### config.mk
export PLATFORM = sky130hd
export DESIGN_NAME = gps_l1ca_signal_gen
export DESIGN_NICKNAME = d
export VERILOG_FILES = /design/src/rtl/gps_l1ca_signal_gen_pkg.sv /design/src/rtl/gps_l1ca_signal_gen_code_gen.sv /design/src/rtl/gps_l1ca_signal_gen.sv
export SDC_FILE = /design/constraint.sdc
export NUM_CORES = 1
export LEC_CHECK = 0
export ABC_AREA = 1
export CAP_MARGIN = 10
export CORE_ASPECT_RATIO = 0.5
export CORE_MARGIN = 2
export CORE_UTILIZATION = 59
export DETAILED_ROUTE_END_ITERATION = 16
export PLACE_DENSITY = 0.82
export SLEW_MARGIN = 40
export SYNTH_ARGS = -nofsm -noshare
export SYNTH_HDL_FRONTEND = slang
export SYNTH_SLANG_ARGS = --single-unit
### constraint.sdc
create_clock -name clk -period 6.5 [get_ports clk]
set_input_delay 0.65 -clock clk [delete_from_list [all_inputs] [get_ports clk]]
set_output_delay 0.65 -clock clk [all_outputs]
set_load 0.02 [all_outputs]
### src/rtl/gps_l1ca_signal_gen_pkg.sv
// Shared types and constants for the GPS L1 C/A synthetic signal generator
// and the receiver-side replica code generator.
package gps_l1ca_signal_gen_pkg;

  localparam int NCO_W_DEF = 32;
  localparam logic [31:0] CODE_FCW_NOM = 32'd228841226;
  localparam logic [31:0] CARR_FCW_NOM = 32'd899258778;

  typedef logic [4:0]  sv_t;
  typedef logic [9:0]  gps_chip_t;
  typedef logic [10:1] l1ca_lfsr_t;
  typedef logic [3:0]  g2_tap_t;

  typedef struct packed {
    g2_tap_t a;
    g2_tap_t b;
  } l1ca_taps_t;

  typedef enum logic [1:0] {
    ST_IDLE,
    ST_SLEW,
    ST_RUN
  } gen_state_t;

  localparam gps_chip_t  LAST_CHIP = 10'd1022;
  localparam logic [4:0] LAST_MS   = 5'd19;

  // G2 phase-selector pair for PRN (sv + 1)
  function automatic l1ca_taps_t l1ca_g2_taps(input sv_t sv);
    l1ca_taps_t t;
    case (sv)
      5'd0:  t = {4'd2, 4'd6};
      5'd1:  t = {4'd3, 4'd7};
      5'd2:  t = {4'd4, 4'd8};
      5'd3:  t = {4'd5, 4'd9};
      5'd4:  t = {4'd1, 4'd9};
      5'd5:  t = {4'd2, 4'd10};
      5'd6:  t = {4'd1, 4'd8};
      5'd7:  t = {4'd2, 4'd9};
      5'd8:  t = {4'd3, 4'd10};
      5'd9:  t = {4'd2, 4'd3};
      5'd10: t = {4'd3, 4'd4};
      5'd11: t = {4'd5, 4'd6};
      5'd12: t = {4'd6, 4'd7};
      5'd13: t = {4'd7, 4'd8};
      5'd14: t = {4'd8, 4'd9};
      5'd15: t = {4'd9, 4'd10};
      5'd16: t = {4'd1, 4'd4};
      5'd17: t = {4'd2, 4'd5};
      5'd18: t = {4'd3, 4'd6};
      5'd19: t = {4'd4, 4'd7};
      5'd20: t = {4'd5, 4'd8};
      5'd21: t = {4'd6, 4'd9};
      5'd22: t = {4'd1, 4'd3};
      5'd23: t = {4'd4, 4'd6};
      5'd24: t = {4'd5, 4'd7};
      5'd25: t = {4'd6, 4'd8};
      5'd26: t = {4'd7, 4'd9};
      5'd27: t = {4'd8, 4'd10};
      5'd28: t = {4'd1, 4'd6};
      5'd29: t = {4'd2, 4'd7};
      5'd30: t = {4'd3, 4'd8};
      default: t = {4'd4, 4'd9};
    endcase
    return t;
  endfunction

endpackage

### src/rtl/gps_l1ca_signal_gen_code_gen.sv
// C/A Gold code generator: G1/G2 registers, chip counter and the code bit that
// results from this cycle's load/advance. Shared with the receiver replica.
module l1ca_code_gen
  import gps_l1ca_signal_gen_pkg::*;
(
  input  logic      clk,
  input  logic      rst,
  input  sv_t       sv,
  input  logic      load,
  input  logic      adv,
  output gps_chip_t chip,
  output logic      at_last,
  output logic      code_bit_nxt
);

  l1ca_lfsr_t g1_q, g1_d, g2_q, g2_d;
  gps_chip_t  chip_q, chip_d;
  l1ca_taps_t taps;

  assign taps = l1ca_g2_taps(sv);

  function automatic logic code_of(input l1ca_lfsr_t g1, input l1ca_lfsr_t g2,
                                   input l1ca_taps_t t);
    return g1[10] ^ g2[t.a] ^ g2[t.b];
  endfunction

  always_comb begin
    g1_d   = g1_q;
    g2_d   = g2_q;
    chip_d = chip_q;
    if (load) begin
      g1_d   = '1;
      g2_d   = '1;
      chip_d = '0;
    end else if (adv) begin
      // Reload at the code wrap rather than relying on the 1023-step period
      if (chip_q == LAST_CHIP) begin
        g1_d   = '1;
        g2_d   = '1;
        chip_d = '0;
      end else begin
        g1_d   = {g1_q[9:1], g1_q[3] ^ g1_q[10]};
        g2_d   = {g2_q[9:1], g2_q[2] ^ g2_q[3] ^ g2_q[6] ^ g2_q[8] ^ g2_q[9] ^ g2_q[10]};
        chip_d = chip_q + 10'd1;
      end
    end
  end

  always_ff @(posedge clk or posedge rst) begin
    if (rst) begin
      g1_q   <= '1;
      g2_q   <= '1;
      chip_q <= '0;
    end else begin
      g1_q   <= g1_d;
      g2_q   <= g2_d;
      chip_q <= chip_d;
    end
  end

  assign chip         = chip_q;
  assign at_last      = (chip_q == LAST_CHIP);
  assign code_bit_nxt = code_of(g1_d, g2_d, taps);

endmodule

### src/rtl/gps_l1ca_signal_gen.sv
// Synthetic GPS L1 C/A IF generator: slews the code to a start chip, then
// emits BPSK (code ^ nav) on a carrier NCO as 1-bit sign / 1-bit magnitude.
module gps_l1ca_signal_gen
  import gps_l1ca_signal_gen_pkg::*;
#(
  parameter int NCO_W = NCO_W_DEF
) (
  input  logic             clk,
  input  logic             rst,
  input  logic             en,
  input  logic             start,
  input  sv_t              sv,
  input  gps_chip_t        init_chip,
  input  logic [NCO_W-1:0] code_fcw,
  input  logic [NCO_W-1:0] carr_fcw,
  input  logic             nav_valid,
  input  logic             nav_bit,
  output logic             nav_ready,
  output logic             busy,
  output logic             running,
  output logic             sample_valid,
  output logic             sample_sign,
  output logic             sample_mag,
  output gps_chip_t        chip,
  output logic             epoch,
  output logic             bit_edge,
  output logic             nav_underrun
);

  gen_state_t       state_q, state_d;
  sv_t              sv_q, sv_d;
  gps_chip_t        init_q, init_d;
  logic [NCO_W-1:0] code_fcw_q, code_fcw_d, carr_fcw_q, carr_fcw_d;
  logic [NCO_W-1:0] code_ph_q, code_ph_d, carr_ph_q, carr_ph_d;
  logic [4:0]       ms_q, ms_d;
  logic             nav_q, nav_d, underrun_q, underrun_d;
  logic             valid_q, valid_d, sign_q, sign_d, mag_q, mag_d;
  logic             epoch_q, epoch_d, bit_edge_q, bit_edge_d, nav_ready_q, nav_ready_d;

  logic [NCO_W:0]   code_sum;
  logic             run_en, code_adv, wrap, at_last, code_bit_nxt;
  gps_chip_t        chip_cur;

  assign code_sum = {1'b0, code_ph_q} + {1'b0, code_fcw_q};
  assign run_en   = (state_q == ST_RUN) && en && !start;
  assign code_adv = ((state_q == ST_SLEW) && !start) || (run_en && code_sum[NCO_W]);
  assign wrap     = run_en && code_sum[NCO_W] && at_last;

  l1ca_code_gen u_code (
    .clk          (clk),
    .rst          (rst),
    .sv           (sv_q),
    .load         (start),
    .adv          (code_adv),
    .chip         (chip_cur),
    .at_last      (at_last),
    .code_bit_nxt (code_bit_nxt)
  );

  always_comb begin
    state_d     = state_q;
    sv_d        = sv_q;
    init_d      = init_q;
    code_fcw_d  = code_fcw_q;
    carr_fcw_d  = carr_fcw_q;
    code_ph_d   = code_ph_q;
    carr_ph_d   = carr_ph_q;
    ms_d        = ms_q;
    nav_d       = nav_q;
    underrun_d  = underrun_q;
    valid_d     = 1'b0;
    sign_d      = sign_q;
    mag_d       = mag_q;
    epoch_d     = 1'b0;
    bit_edge_d  = 1'b0;
    nav_ready_d = 1'b0;
    if (start) begin
      state_d    = (init_chip == '0) ? ST_RUN : ST_SLEW;
      sv_d       = sv;
      init_d     = init_chip;
      code_fcw_d = code_fcw;
      carr_fcw_d = carr_fcw;
      code_ph_d  = '0;
      carr_ph_d  = '0;
      ms_d       = '0;
      nav_d      = 1'b0;
      underrun_d = 1'b0;
    end else begin
      case (state_q)
        ST_SLEW: begin
          if (chip_cur + 10'd1 == init_q) state_d = ST_RUN;
        end
        ST_RUN: begin
          if (en) begin
            code_ph_d = code_sum[NCO_W-1:0];
            carr_ph_d = carr_ph_q + carr_fcw_q;
            valid_d   = 1'b1;
            if (wrap) begin
              epoch_d = 1'b1;
              if (ms_q == LAST_MS) begin
                ms_d       = '0;
                bit_edge_d = 1'b1;
                if (nav_valid) begin
                  nav_d       = nav_bit;
                  nav_ready_d = 1'b1;
                end else begin
                  underrun_d = 1'b1;
                end
              end else begin
                ms_d = ms_q + 5'd1;
              end
            end
            // Sample reflects the post-advance code/nav bit and post-add carrier
            sign_d = code_bit_nxt ^ nav_d ^ carr_ph_d[NCO_W-1];
            mag_d  = carr_ph_d[NCO_W-2] ^ carr_ph_d[NCO_W-3];
          end
        end
        default: ;
      endcase
    end
  end

  always_ff @(posedge clk or posedge rst) begin
    if (rst) begin
      state_q     <= ST_IDLE;
      sv_q        <= '0;
      init_q      <= '0;
      code_fcw_q  <= '0;
      carr_fcw_q  <= '0;
      code_ph_q   <= '0;
      carr_ph_q   <= '0;
      ms_q        <= '0;
      nav_q       <= 1'b0;
      underrun_q  <= 1'b0;
      valid_q     <= 1'b0;
      sign_q      <= 1'b0;
      mag_q       <= 1'b0;
      epoch_q     <= 1'b0;
      bit_edge_q  <= 1'b0;
      nav_ready_q <= 1'b0;
    end else begin
      state_q     <= state_d;
      sv_q        <= sv_d;
      init_q      <= init_d;
      code_fcw_q  <= code_fcw_d;
      carr_fcw_q  <= carr_fcw_d;
      code_ph_q   <= code_ph_d;
      carr_ph_q   <= carr_ph_d;
      ms_q        <= ms_d;
      nav_q       <= nav_d;
      underrun_q  <= underrun_d;
      valid_q     <= valid_d;
      sign_q      <= sign_d;
      mag_q       <= mag_d;
      epoch_q     <= epoch_d;
      bit_edge_q  <= bit_edge_d;
      nav_ready_q <= nav_ready_d;
    end
  end

  assign busy         = (state_q == ST_SLEW);
  assign running      = (state_q == ST_RUN);
  assign sample_valid = valid_q;
  assign sample_sign  = sign_q;
  assign sample_mag   = mag_q;
  assign chip         = chip_cur;
  assign epoch        = epoch_q;
  assign bit_edge     = bit_edge_q;
  assign nav_ready    = nav_ready_q;
  assign nav_underrun = underrun_q;

endmodule

==> out/metrics.cfg <==
[outcome]
status=finished, final reports clean

[timing]
max_freq_ghz=0.2822
period_minus_slack_ps=3543
drv_slew=0
tightest_slew_ps=708.9
timing.final.crit_share_pct=54.51
fin_skew_ps=13.41
hold_viol=0
setup-violations-final=0
fin_setup_tns_ps=0
rsz0062_at_grt=no
relSlewSlack_pct=52.74

[floorplan]
ios=104
core_um2=18610
die_h_um=102.0
die_area_um2=20390
die_x_um=200.0
row_count=35
initial_core_util_pct=60.87

[cts]
cts_tree=done
cts_root_buffer=clkbuf_16
cts.clk_slew.worst_paths_ps=80
cts_inserted_buffers=17
hold_buffers=0
cts-resized-gates=0
clock-sinks=188
cts.path.max_buffers=2
insertion_delay_ps=450
post-cts-setup-buffers=0
cts_max_level=4

[power_and_ir_drop]
power_leakage_nw=6.751
vdd_drop_max_v=0.0001888
powerDensity_nw_per_um2=223.3

[critical_path]
crit_family=buffers and inverters
critical_path_arrival_ps=3870
cp.depth=20
crit_top_cell=nand2_1
setup.worst_path.start_class=primary input
crit_path_max_fanout=52
reg2regPathDepth=28
cp.required_ps=6830
path_cells=buf_4 > buf_4 > nor2_4 > buf_16 > a21boi_2 > inv_1 > o21ai_2 > nor2_1 > nor2_1 > nand2_1 > nand2_1 > nand2_1 > nand2_1 > nand2_1 > nand2_1 > nand2_1 > nand2_1 > nand2_1 > nand2_1 > nand2_1
crit_path_end_kind=flip-flop
crit_slowest_cell=buf_4
max_stage_delay_ps=570
path_buf_inv=4
worstSetupPathType=in -> reg

[global_routing]
antenna_found_initial=0
grt_pass1_vias=9922
grt_max_degree=75
grt_usage_pct=28.63
grt.overflow.total=0
grt_pass1_wl_um=46650

[route]
dr.pass1.iters=5
via_count=10317
ant_nets=0
drt_iter0_drc=608
routed_wl_um=27900
wire_per_inst_um=15.11
vias_per_cell=5.589
drc_errors=0

[finish]
final_cell_mix=nand2_1, dfrtp_1, inv_1
stdcell_area_um2=13180
final_nets=1733
n_fill_cell=1470
antenna_cells=0
layout-drive-gt1-share_pct=7.624
area_growth_pct=16.31
final_common_cell=nand2_1

[place]
hpwl_um=20030
gp_congestion=0.9079
dpl_cell_area_um2=12570
port_buffers=103

[synth]
synth_compound_area_share_pct=15.10
netlist_area_um2=11330
yosys_warnings=0
syn_nets=1645
muxShareOfSynthArea_pct=0.08836
syn_inst=1486
synth_seq_cells=188
synth_fa_ha_area_share_pct=8.306
yosys.area_share.simple_pct=26.67
ys_seq_area_share_pct=41.75
ys.flop_type=dfrtp_1
yosys.area_share.xor_xnor_pct=2.087
synth.distinct_cells=57
avgSynthCellArea_um2=7.623
synth-async-reset-ratio_pct=100.0
synth_top_family_by_area=simple AND/OR/NAND/NOR gates
synth_edf_count=0

[flow_run]
max-cap-violations=0

[min_path]
hold_depth=2
hold_path.class=reg -> reg

-- path summary, 6_finish.rpt --
path / to / start / slack (ps)
max: sample_sign / start / 2960
min: code_fcw_q[7] / code_fcw_q[7] / 490
max reg2reg: sample_sign / code_fcw_q[0] / 3020
min reg2reg: code_fcw_q[7] / code_fcw_q[7] / 490
max in group asynchronous: nav_ready / rst / 4610
min in group asynchronous: carr_fcw_q[18] / rst / 700
-- cell type report --
cell class / count / area, µm² / area share, %
well taps: 259 / 324.1 / 2.459
clock buffers: 17 / 425.4 / 3.229
clock inverters: 15 / 176.4 / 1.339
multi-input cells: 1126 / 5919 / 44.92
repair buffers: 110 / 1105 / 8.385
flip-flops and latches: 188 / 4730 / 35.89
inverters: 131 / 496.7 / 3.770
-- layer usage --
layer	track usage, %	wire length [µm]	vias to the layer above
met5	0	0	-
met4	8.376	488	0
met3	4.257	1361	48
met2	48.50	13180	283
met1	38.77	12870	4924
li1	-	-	5062
-- worst reg2reg max path, delay by kind of cell (launching register included) --
family | cells | cell delay, ps
AOI/OAI and AO/OA | 2 | 730
adders and majority gates | 2 | 420
buffers and inverters | 3 | 280
DFF | 1 | 390
and+or+nand+nor | 21 | 1510
-- sequential cells by signal (all words and copies together), names as in the netlist, 2 cells and up --
register,cells
carr_fcw_q,32
carr_ph_q,32
code_fcw_q,32
code_ph_q,32
init_q,10
u_code.chip,10
u_code.g1_q,10
u_code.g2_q,10
ms_q,5
sv_q,5
state_q,2
-- report_power, final --
part,total (W),switching (W),internal (W)
Sequential,0.00130,0.0000587,0.00125
Combinational,0.000561,0.000350,0.000211
Clock,0.00108,0.000526,0.000552
-- synthesized netlist by cell type (9+ instances only) --
cell type	number	area, µm²
a21oi_1	94	470.5
clkbuf_1	31	116.4
dfrtp_1	168	4204
dfstp_2	20	525.5
ha_1	72	900.9
inv_1	122	457.9
nand2_1	538	2019
nand2_2	16	100.1
nand3_1	59	295.3
nand4_1	10	62.56
nor2_1	68	255.2
o21ai_0	119	595.6
o22ai_1	10	62.56
or2_2	9	56.30
xnor2_1	9	78.83
xor2_1	18	157.7
-- metrics by stage --
stage / util (%) / std cells / setup slack [ps] / hold WS (ps) / power (W)
after floorplan: - / 1486 / 769.3 / 448.3 / 0.001694
after global placement: 67.40 / 1813 / 2712 / 463.2 / 0.001857
after detailed placement: 67.54 / 1814 / 2533 / 470.3 / 0.001878
after CTS: 70.78 / 1846 / 2991 / 488.5 / 0.002950
after global routing: 70.80 / 1846 / 2611 / 505.6 / 0.003082
final: 70.80 / 1846 / 2957 / 487.2 / 0.002943
-- cells by family after synthesis --
logic type      count (synthesis)
flops                         188
buf+inv                       172
xor+xnor                       27
mux                             1
simple gates                  729
compound gates                295
fa+ha+maj                      74
Note: power is estimated with default switching activity, not from simulation.
